--- src/rtl/clk_div_gen.sv ---
//==============================================================================
// Module  : clk_div_gen
// Brief   : Multi-channel runtime-programmable divided-clock / tick generator.
//           Each channel has active and shadow configuration; shadow contents
//           are promoted only at a period boundary so outputs never glitch.
// Revision: 1.0 - initial release
//==============================================================================
`timescale 1ns/1ps
`default_nettype none

module clk_div_gen #(
  parameter int NUM_CH     = 2,
  parameter int CNT_W      = 11,
  parameter int DEF_PERIOD = 4,
  parameter int DEF_HIGH   = 2
) (
  input  logic              clk,
  input  logic              reset_n,
  input  logic              cfg_we,
  input  logic [2:0]        cfg_ch,
  input  logic [CNT_W-1:0]  cfg_period,
  input  logic [CNT_W-1:0]  cfg_high,
  input  logic              cfg_en,
  output logic              cfg_err,
  output logic [NUM_CH-1:0] cfg_pending,
  output logic [NUM_CH-1:0] clk_out,
  output logic [NUM_CH-1:0] tick
);

  localparam logic [CNT_W-1:0] DEF_PERIOD_C = CNT_W'(DEF_PERIOD);
  localparam logic [CNT_W-1:0] DEF_HIGH_C   = CNT_W'(DEF_HIGH);
  localparam logic [3:0]       NUM_CH_C     = 4'(NUM_CH);

  logic cfg_err_d, cfg_err_q;

  // Flag writes addressed to a channel that does not exist.
  always_comb begin
    cfg_err_d = cfg_we && ({1'b0, cfg_ch} >= NUM_CH_C);
  end

  // Register the out-of-range write pulse.
  always_ff @(posedge clk) begin
    if (!reset_n) cfg_err_q <= 1'b0;
    else          cfg_err_q <= cfg_err_d;
  end

  assign cfg_err = cfg_err_q;

  for (genvar i = 0; i < NUM_CH; i++) begin : g_ch
    logic [CNT_W-1:0] period_a_q, period_a_d, high_a_q, high_a_d;
    logic [CNT_W-1:0] period_s_q, period_s_d, high_s_q, high_s_d;
    logic             en_a_q, en_a_d, en_s_q, en_s_d;
    logic             pend_q, pend_d, run_q, run_d;
    logic [CNT_W-1:0] cnt_q, cnt_d;
    logic             clk_q, clk_d, tick_q, tick_d;
    logic             sel, wrap, go_en;
    logic [CNT_W-1:0] go_high;

    // Next-state for counter, configuration banks and registered outputs.
    always_comb begin
      period_a_d = period_a_q;
      high_a_d   = high_a_q;
      en_a_d     = en_a_q;
      period_s_d = period_s_q;
      high_s_d   = high_s_q;
      en_s_d     = en_s_q;
      pend_d     = pend_q;
      run_d      = run_q;
      cnt_d      = cnt_q;
      clk_d      = 1'b0;
      tick_d     = 1'b0;
      go_en      = en_a_q;
      go_high    = high_a_q;
      sel        = cfg_we && (cfg_ch == 3'(i));
      wrap       = (cnt_q == period_a_q);

      if (!run_q) begin
        // No period in progress (after reset or while disabled): a write
        // takes effect immediately and an enabled channel starts at cnt 0.
        if (sel) begin
          period_a_d = cfg_period;
          high_a_d   = cfg_high;
          en_a_d     = cfg_en;
          period_s_d = cfg_period;
          high_s_d   = cfg_high;
          en_s_d     = cfg_en;
          pend_d     = 1'b0;
          go_en      = cfg_en;
          go_high    = cfg_high;
        end
        cnt_d = '0;
        if (go_en) begin
          run_d  = 1'b1;
          tick_d = 1'b1;
          clk_d  = (go_high != '0);
        end
      end else begin
        if (wrap) begin
          cnt_d = '0;
          if (pend_q) begin
            period_a_d = period_s_q;
            high_a_d   = high_s_q;
            en_a_d     = en_s_q;
            pend_d     = 1'b0;
            go_en      = en_s_q;
            go_high    = high_s_q;
          end
          if (go_en) begin
            tick_d = 1'b1;
            clk_d  = (go_high != '0);
          end else begin
            run_d  = 1'b0;
          end
        end else begin
          cnt_d = cnt_q + CNT_W'(1);
          clk_d = (cnt_d < high_a_q);
        end
        // A write coinciding with a wrap stays pending for the next wrap.
        if (sel) begin
          period_s_d = cfg_period;
          high_s_d   = cfg_high;
          en_s_d     = cfg_en;
          pend_d     = 1'b1;
        end
      end
    end

    // Channel state registers; reset restores defaults and drops pending writes.
    always_ff @(posedge clk) begin
      if (!reset_n) begin
        period_a_q <= DEF_PERIOD_C;
        high_a_q   <= DEF_HIGH_C;
        en_a_q     <= 1'b1;
        period_s_q <= DEF_PERIOD_C;
        high_s_q   <= DEF_HIGH_C;
        en_s_q     <= 1'b1;
        pend_q     <= 1'b0;
        run_q      <= 1'b0;
        cnt_q      <= '0;
        clk_q      <= 1'b0;
        tick_q     <= 1'b0;
      end else begin
        period_a_q <= period_a_d;
        high_a_q   <= high_a_d;
        en_a_q     <= en_a_d;
        period_s_q <= period_s_d;
        high_s_q   <= high_s_d;
        en_s_q     <= en_s_d;
        pend_q     <= pend_d;
        run_q      <= run_d;
        cnt_q      <= cnt_d;
        clk_q      <= clk_d;
        tick_q     <= tick_d;
      end
    end

    assign cfg_pending[i] = pend_q;
    assign clk_out[i]     = clk_q;
    assign tick[i]        = tick_q;
  end

endmodule

`default_nettype wire

--- config.mk ---
export PLATFORM = sky130hd
export DESIGN_NAME = clk_div_gen
export DESIGN_NICKNAME = d
export VERILOG_FILES = /design/src/rtl/clk_div_gen.sv
export SDC_FILE = /design/constraint.sdc
export NUM_CORES = 1
export LEC_CHECK = 0
export ABC_AREA = 1
export ABC_CLOCK_PERIOD_IN_PS = 2380
export CORE_UTILIZATION = 55
export DETAILED_ROUTE_END_ITERATION = 16
export PLACE_DENSITY = 0.77
export SYNTH_ARGS = -nofsm -noshare
export SYNTH_HDL_FRONTEND = slang
export SYNTH_SLANG_ARGS = --single-unit
--- constraint.sdc ---
create_clock -name clk -period 2.38 [get_ports clk]
set_input_delay 0.476 -clock clk [delete_from_list [all_inputs] [get_ports clk]]
set_output_delay 0.476 -clock clk [all_outputs]
set_load 0.005 [all_outputs]
==> key figures, run 1 <==
Cells and area
  • Fin area: 8280 um^2
  • Multi-input logic area: 3860 um^2
  • Fill cell count: 1014
  • Register area: 2470 um^2
  • ANT cells: 0
  • Layout Nets: 1173
  • Layout cells sized above 1: 0.130
  • Area Growth Syn to Fin: 19.6%
  • Fin util: 0.681

Die
  • I/O pins: 36
  • DIE HEIGHT: 114 um
  • Die width: 114 um
  • Num rows: 40
  • Core area: 12200 um^2
  • DIE AREA: 13000 um^2
  • Initial Util: 0.569

Synthesis
  • Mux cell area share after synthesis: 0.00145
  • Dominant synthesized flop cell: dfxtp_1
  • Yosys reg bits: 123
  • Syn. warnings: 0
  • Netlist cell types: 37
  • Post-synthesis cell area: 6920 um^2
  • Mapped Nets: 1122
  • Asr flop ratio synth: 0
  • Syn_area_per_cell: 6.46 um^2
  • Adder-Cell Fraction of Synth Area: 0.0398
  • Compound-Gate Fraction of Synth Area: 0.154
  • Synth Instances: 1071
  • Synth Area in Simple Gates: 0.312
  • Main combinational cell family by area after synthesis: simple AND/OR/NAND/NOR gates
  • EDFF count, synth: 0
  • Sequential share of the synthesized area: 0.356
  • Xor and xnor fraction of the mapped netlist area: 0.0215

Route
  • Metal2 WL: 8220 um
  • Met3 WL: 1100 um
  • Highest metal used: met4
  • WL final: 17900 um
  • Post-DR vias/cell: 5.25
  • First-pass DRT Iterations: 5
  • Via count: 6820
  • Detailed Route Iter0 Violations: 628
  • Final ANT Viol Nets: 0
  • DR WL/cell: 13.8 um
  • Met1 wire length: 8310 um
  • # DRC: 0

Timing
  • Period utilisation layout: 1.10
  • Final worst slack: -0.249 ns
  • Worst-Margin Slew: 0.552 ns
  • Count of final max-slew check failures: 0
  • Setup tns final: -0.253 ns
  • Slew HR: 0.631
  • RSZ-0062 raised after global routing: true
  • FMAX: 380 MHz
  • Final Setup Violations: 2
  • Final Hold Viols: 0
  • Crit path time final: 2.63 ns
  • Worst clock skew: 0.00682 ns

Clock network
  • CTS Buf Count: 17
  • CTS H-tree lvls: 4
  • CTS tree: built
  • Clock network latency to the later pin of the worst-skew pair: 0.42 ns
  • CTS Sinks: 123
  • Maximum root-to-sink buffer count: 2
  • Clk pin slew, worst setup/hold paths: 0.06 ns
  • Clk Tree Root Cell: clkbuf_16
  • Hold Buf Count CTS: 0

Power and ir drop
  • PD cells: 791 nW/um^2
  • Leakage: 3.87 nW
  • Max VDD drop: 0.000582 V

Run
  • Maxcap violations: 0

Global route
  • First-pass GRT wire length: 29300 um
  • Total GRT Usage: 0.286
  • Number of global-route vias before repair: 6223
  • Initial antenna violation count: 0
  • Pin count of the biggest net entering global routing: 33
  • Gr ovfl total: 0

Place
  • Gpl congestion: 0.852
  • Placed cell area: 7510 um^2
  • Hpwl dp: 12100 um
  • Place WS: -0.0859 ns
  • Port buffer count: 35

Worst setup path
  • Critical Path RT: 2.69 ns
  • Worst r2r src: g_ch[0].cnt_q[1]$_SDFF_PP0_
  • Cell breakdown of the critical path: buf_4 -> nand3_2 -> nor3_2 -> nand2_1 -> nor3_2 -> xor2_1 -> inv_1 -> ha_4 -> nand2_4 -> nor2_4 -> nand2_1 -> a21oi_2 -> or2_4 -> nor2_2 -> nor2_1 -> a21oi_1
  • Worst reg2reg path endpoint: g_ch[0].clk_q$_SDFF_PN0_
  • Buf+Inv Stages, Crit Path: 2
  • Kind of critical path: reg -> reg
  • R2R depth: 16
  • CP peak stage delay: 0.36 ns
  • Critical path startpoint category: flip-flop
  • R2r setup slk: -0.25 ns
  • Worst Path Max Fanout: 3
  • Family with the most delay on the worst path: simple AND/OR/NAND/NOR gates
  • Arrival time worst endpoint: 2.94 ns
  • Critical path endpoint: g_ch[0].clk_q$_SDFF_PN0_
  • Critical Path Stages: 16
  • Crit path capture type: flip-flop
  • CP max stage cell: dfxtp_2
  • Setup crit start: g_ch[0].cnt_q[1]$_SDFF_PP0_

Outcome
  • Failing checks: negative setup slack
  • Status: finished with violations

Min path
  • Hold/Removal Path Class: reg -> reg
-- how the worst min path moves through the flow --
stage / from / end / slack (ns) / depth (start not counted)
6_report: g_ch[1].high_s_q[9]$_SDFFE_PN0N_ / g_ch[1].high_s_q[9]$_SDFFE_PN0N_ / 0.46 / 2
5_1_grt: g_ch[0].high_s_q[7]$_SDFFE_PN0N_ / g_ch[0].high_s_q[7]$_SDFFE_PN0N_ / 0.49 / 2
4_1_cts: g_ch[0].high_s_q[3]$_SDFFE_PN0N_ / g_ch[0].high_s_q[3]$_SDFFE_PN0N_ / 0.46 / 2
3_5_place_dp: g_ch[0].high_s_q[3]$_SDFFE_PN0N_ / g_ch[0].high_s_q[3]$_SDFFE_PN0N_ / 0.45 / 2
3_3_place_gp: g_ch[0].high_s_q[3]$_SDFFE_PN0N_ / g_ch[0].high_s_q[3]$_SDFFE_PN0N_ / 0.45 / 2
2_1_floorplan: g_ch[1].high_s_q[3]$_SDFFE_PN0N_ / g_ch[1].high_s_q[3]$_SDFFE_PN0N_ / 0.44 / 2
-- layout by cell type (no fill, tap or decap), drive strengths merged --
cell type / n
or2: 2
xnor2: 8
o31ai: 1
nor4: 2
nand2: 349
or3: 1
ha: 22
clkinv: 5
buf: 53
xor2: 9
dfxtp: 123
o211ai: 5
clkdlybuf4s50: 34
clkbuf: 26
nor2: 97
nor3: 8
inv: 123
mux2i: 1
a21o: 2
a21oi: 106
nand4: 15
o21ai: 94
nand3: 46
-- cell type report --
class,count,share of cell area
Multi-Input combinational cell,768,0.467
Sequential cell,123,0.298
Timing Repair Buffer,87,0.0908
Clock buffer,26,0.0603
Inverter,125,0.0567
Tap cell,168,0.0254
Clock inverter,3,0.00181
-- sequential cells by signal, indices dropped and copies added, names as in the netlist --
| register | flops |
|---|---|
| g_ch.cnt_q | 22 |
| g_ch.high_a_q | 22 |
| g_ch.high_s_q | 22 |
| g_ch.period_a_q | 22 |
| g_ch.period_s_q | 22 |
| g_ch.clk_q | 2 |
| g_ch.en_a_q | 2 |
| g_ch.en_s_q | 2 |
| g_ch.pend_q | 2 |
| g_ch.run_q | 2 |
| g_ch.tick_q | 2 |
| cfg_err | 1 |
-- per-layer routing --
metal  GRT usage  vias to the layer above
li1            -                     3496
met1       0.393                     3055
met2       0.448                      237
met3      0.0609                       32
met4      0.0944                        0
met5           0                        -
-- where the power goes --
group | total, mW | internal (mW) | switching, mW
combinational | 1.88 | 0.689 | 1.19
sequential | 2.36 | 2.23 | 0.132
clock | 2.31 | 1.42 | 0.893
-- worst min-delay path: cells and delay by family, from the launching register on --
family	cells	cell delay, ns
compound gates	1	0.05
flops	1	0.30
simple gates	1	0.05
-- metrics by stage --
step	hold WS, ns	total power [mW]	std cells
2_1_floorplan	0.437	3.68	1071
3_3_place_gp	0.446	4.10	1262
3_5_place_dp	0.450	4.13	1262
4_1_cts	0.459	6.46	1295
5_1_grt	0.485	6.91	1300
6_report	0.456	6.55	1300
-- cell usage after synthesis, types with 3 or more instances --
cell type,number,area share
inv_2,14,0.0076
nand2_1,344,0.19
buf_6,6,0.0098
nor2_2,3,0.0027
a21oi_1,106,0.077
nand4_1,14,0.013
ha_1,22,0.040
o21ai_1,4,0.0029
nand2_2,4,0.0036
buf_4,15,0.016
o21ai_0,88,0.064
xnor2_1,8,0.010
inv_1,109,0.059
nor3_1,7,0.0051
clkbuf_1,18,0.0098
nor2_1,92,0.050
dfxtp_1,123,0.36
o211ai_1,5,0.0054
buf_2,13,0.0094
nand3_1,43,0.031
xor2_1,9,0.011
-- cell families after synthesis --
family	after synthesis
AOI/OAI and AO/OA	208
muxes	1
xor gates and xnor gates	17
buffers and inverters	180
DFF	123
adders and majority gates	22
and+or+nand+nor	520
-- what timing repair did --
| item | in CTS | in global routing |
|---|---|---|
| resized for setup | 16 | 26 |
| pin swaps | 18 | 26 |
| setup endpoints to repair | 2 | 2 |
| setup buffers | 4 | 5 |
| endpoints found under the hold margin | 0 | 0 |
Power figures use the tool's default switching activity.
==> inputs of run 2 (changes only) <==
--- a/config.mk
+++ b/config.mk
@@ -5,11 +5,10 @@
 export SDC_FILE = /design/constraint.sdc
 export NUM_CORES = 1
 export LEC_CHECK = 0
-export ABC_AREA = 1
 export ABC_CLOCK_PERIOD_IN_PS = 2380
-export CORE_UTILIZATION = 55
+export CORE_UTILIZATION = 54
 export DETAILED_ROUTE_END_ITERATION = 16
-export PLACE_DENSITY = 0.77
+export PLACE_DENSITY = 0.76
 export SYNTH_ARGS = -nofsm -noshare
 export SYNTH_HDL_FRONTEND = slang
 export SYNTH_SLANG_ARGS = --single-unit
==> key figures, run 2 <==
Min path
  • Hold/Removal Path Class: reg -> reg

Global route
  • Total GRT Usage: 0.265 (-0.0212)
  • Number of global-route vias before repair: 5039 (-19%)
  • Pin count of the biggest net entering global routing: 51 (+55%)
  • Initial antenna violation count: 1 (+1)
  • Gr ovfl total: 0 (unchanged)
  • First-pass GRT wire length: 24200 um (-17%)

Worst setup path
  • Arrival time worst endpoint: 2.55 ns (-0.39 ns)
  • Critical Path RT: 2.72 ns (+0.03 ns)
  • Kind of critical path: reg -> reg
  • Worst Path Max Fanout: 4 (+1)
  • Critical path startpoint category: flip-flop
  • Crit path capture type: flip-flop

Synthesis
  • Synth Area in Simple Gates: 0.178 (-0.134)
  • Yosys reg bits: 123 (unchanged)
  • Synth Instances: 714 (-33%)
  • Post-synthesis cell area: 6160 um^2 (-11%)
  • Synth top area share: 0.400 (+0.0439)
  • Dominant cell type by area after synthesis: dfxtp_1
  • Mux cell area share after synthesis: 0.0765 (+0.0751)
  • Dominant synthesized flop cell: dfxtp_1
  • Sequential share of the synthesized area: 0.400 (+0.0439)
  • Area contributors post-synth: dfxtp_1 (40%), nand2_1 (8.6%), mux2i_1 (7.5%)
  • Xor and xnor fraction of the mapped netlist area: 0.0569 (+0.0353)
  • Netlist cell types: 37 (unchanged)
  • Post-synth top cells: nand2_1 (141), dfxtp_1 (123), mux2i_1 (46)
  • Syn_area_per_cell: 8.63 um^2 (+34%)
  • Main combinational cell family by area after synthesis: simple AND/OR/NAND/NOR gates
  • EDFF count, synth: 0 (unchanged)
  • Most numerous cell in the Yosys netlist: nand2_1
  • Compound-Gate Fraction of Synth Area: 0.178 (+0.0237)
  • Adder-Cell Fraction of Synth Area: 0.0447 (+0.00491)
  • Syn. warnings: 0 (unchanged)
  • Mapped Nets: 765 (-32%)
  • Asr flop ratio synth: 0 (unchanged)

Die
  • DIE AREA: 11800 um^2 (-9.2%)
  • Core area: 11000 um^2 (-9.7%)
  • Num rows: 38 (-5.0%)
  • I/O pins: 36 (unchanged)
  • Initial Util: 0.561 (-0.00818)
  • DIE HEIGHT: 109 um (-4.7%)
  • Die width: 109 um (-4.7%)

Clock network
  • Hold Buf Count CTS: 0 (unchanged)
  • Clk Tree Root Cell: clkbuf_16
  • CTS Buf Count: 17 (unchanged)
  • Maximum root-to-sink buffer count: 2 (unchanged)
  • CTS H-tree lvls: 4 (unchanged)
  • CTS Sinks: 123 (unchanged)
  • CTS tree: built
  • Clock network latency to the later pin of the worst-skew pair: 0.42 ns (about the same)
  • Clk pin slew, worst setup/hold paths: 0.05 ns (about the same)
  • # resized after CTS: 0 (-16)
  • Post-CTS setup buffer count: 0 (-4)

Power and ir drop
  • Total power: 5.49 mW (-16%)
  • PD cells: 757 nW/um^2 (-4.3%)
  • Leakage: 3.08 nW (-20%)
  • Max VDD drop: 0.000593 V (+1.9%)

Place
  • Port buffer count: 35 (unchanged)
  • Placed cell count: 862 (-32%)
  • Hpwl dp: 10500 um (-13%)
  • Gpl congestion: 0.812 (-4.7%)

Timing
  • Final Setup Violations: 0 (-2)
  • Worst-Margin Slew: 0.540 ns (-0.0126 ns)
  • Setup tns final: 0 ns (+0.253 ns)
  • Worst clock skew: 0.00766 ns (+0.000843 ns)
  • Slew HR: 0.640 (+0.00895)
  • Final Hold Viols: 0 (unchanged)
  • FMAX: 453 MHz (+19%)
  • RSZ-0062 raised after global routing: false
  • Period utilisation layout: 0.927 (-0.177)
  • Crit path time final: 2.21 ns (-0.422 ns)
  • Count of final max-slew check failures: 0 (unchanged)
  • Smallest hold slack: 0.463 ns (+0.00698 ns)

Cells and area
  • ANT cells: 0 (unchanged)
  • Area Growth Syn to Fin: 17.7%
  • Highest-count cells in the layout ignoring fill and taps: nand2_1 (141), dfxtp_1 (123), mux2i_1 (46)
  • Fin util: 0.660 (-0.0207)
  • Layout cells sized above 1: 0.0836 (-0.0463)
  • Layout Nets: 792 (-32%)
  • Non-Filler Instances: 894 (-31%)
  • Most common cell after layout, fill and taps aside: nand2_1

Run
  • Maxcap violations: 0 (unchanged)

Route
  • DR WL/cell: 16.3 um (+18%)
  • Via count: 5186 (-24%)
  • WL final: 14600 um (-19%)
  • # DRC: 0 (unchanged)
  • Final ANT Viol Nets: 0 (unchanged)
  • First-pass DRT Iterations: 5 (unchanged)
  • Detailed Route Iter0 Violations: 294 (-53%)
  • Post-DR vias/cell: 5.80 (+11%)

Outcome
  • Status: finished, final reports clean
==> run 2: routing by layer <==
metal | vias to the layer above | track usage | part of all wire
met5 | - | 0 | 0.00082
li1 | 2516 | - | -
met2 | 163 | 0.428 | 0.47
met3 | 31 | 0.0843 | 0.061
met1 | 2474 | 0.329 | 0.44
met4 | 2 | 0.103 | 0.021
==> run 2: cell families (layout without fill, tap and decap cells) <==
kind of cell | count (synthesis) | in the layout
XOR/XNOR | 40 | 40
flip-flops | 123 | 123
multiplexers | 47 | 47
AO/OA/AOI/OAI | 162 | 162
buffers and inverters | 78 | 118
AND/OR/NAND/NOR | 242 | 242
adder cells (fa/ha/maj) | 22 | 22
==> run 2: layout make-up <==
| cell class | instances | area, um^2 |
|---|---|---|
| inverters | 26 | 97.6 |
| clock inverters | 12 | 145 |
| repair buffers | 60 | 596 |
| fillers | 884 | 3730 |
| flip-flops and latches | 123 | 2460 |
| clock buffers | 20 | 467 |
| well taps | 140 | 175 |
| multi-input cells | 513 | 3310 |
==> run 2: through the flow <==
step                cell area (um^2)  worst slack (ns)
floorplan                       6160             0.470
global placement                6630             0.169
detailed placement              6630             0.118
CTS                             7250             0.122
global route                    7250            0.0173
finish                          7250             0.173
==> run 2: power by group <==
part,switching [mW],leakage [nW],internal [mW],total [mW]
Sequential,0.0730,1.00,2.16,2.23
Clock,0.929,0.294,1.72,2.65
Combinational,0.338,1.78,0.276,0.614
Total,1.34,3.08,4.15,5.49
==> run 2: worst max-delay path, stage by stage (launching register included) <==
cell and delay (ns):
dfxtp_1 0.39, ha_1 0.23, nand3_1 0.17, nor3_2 0.25, xor2_1 0.24, ha_1 0.29, a21oi_1 0.14, and3_1 0.17
o2111ai_1 0.13, o211ai_1 0.11
==> run 2: worst paths after layout <==
kind / slack, ns / depth (start not counted) / start / endpoint
max: 0.17 / 9 / g_ch[0].cnt_q[1]$_SDFF_PP0_ / g_ch[0].clk_q$_SDFF_PN0_
min: 0.46 / 2 / g_ch[1].period_s_q[1]$_SDFFE_PN0N_ / g_ch[1].period_s_q[1]$_SDFFE_PN0N_
max reg2reg: 0.17 / 9 / g_ch[0].cnt_q[1]$_SDFF_PP0_ / g_ch[0].clk_q$_SDFF_PN0_
min reg2reg: 0.46 / 2 / g_ch[1].period_s_q[1]$_SDFFE_PN0N_ / g_ch[1].period_s_q[1]$_SDFFE_PN0N_
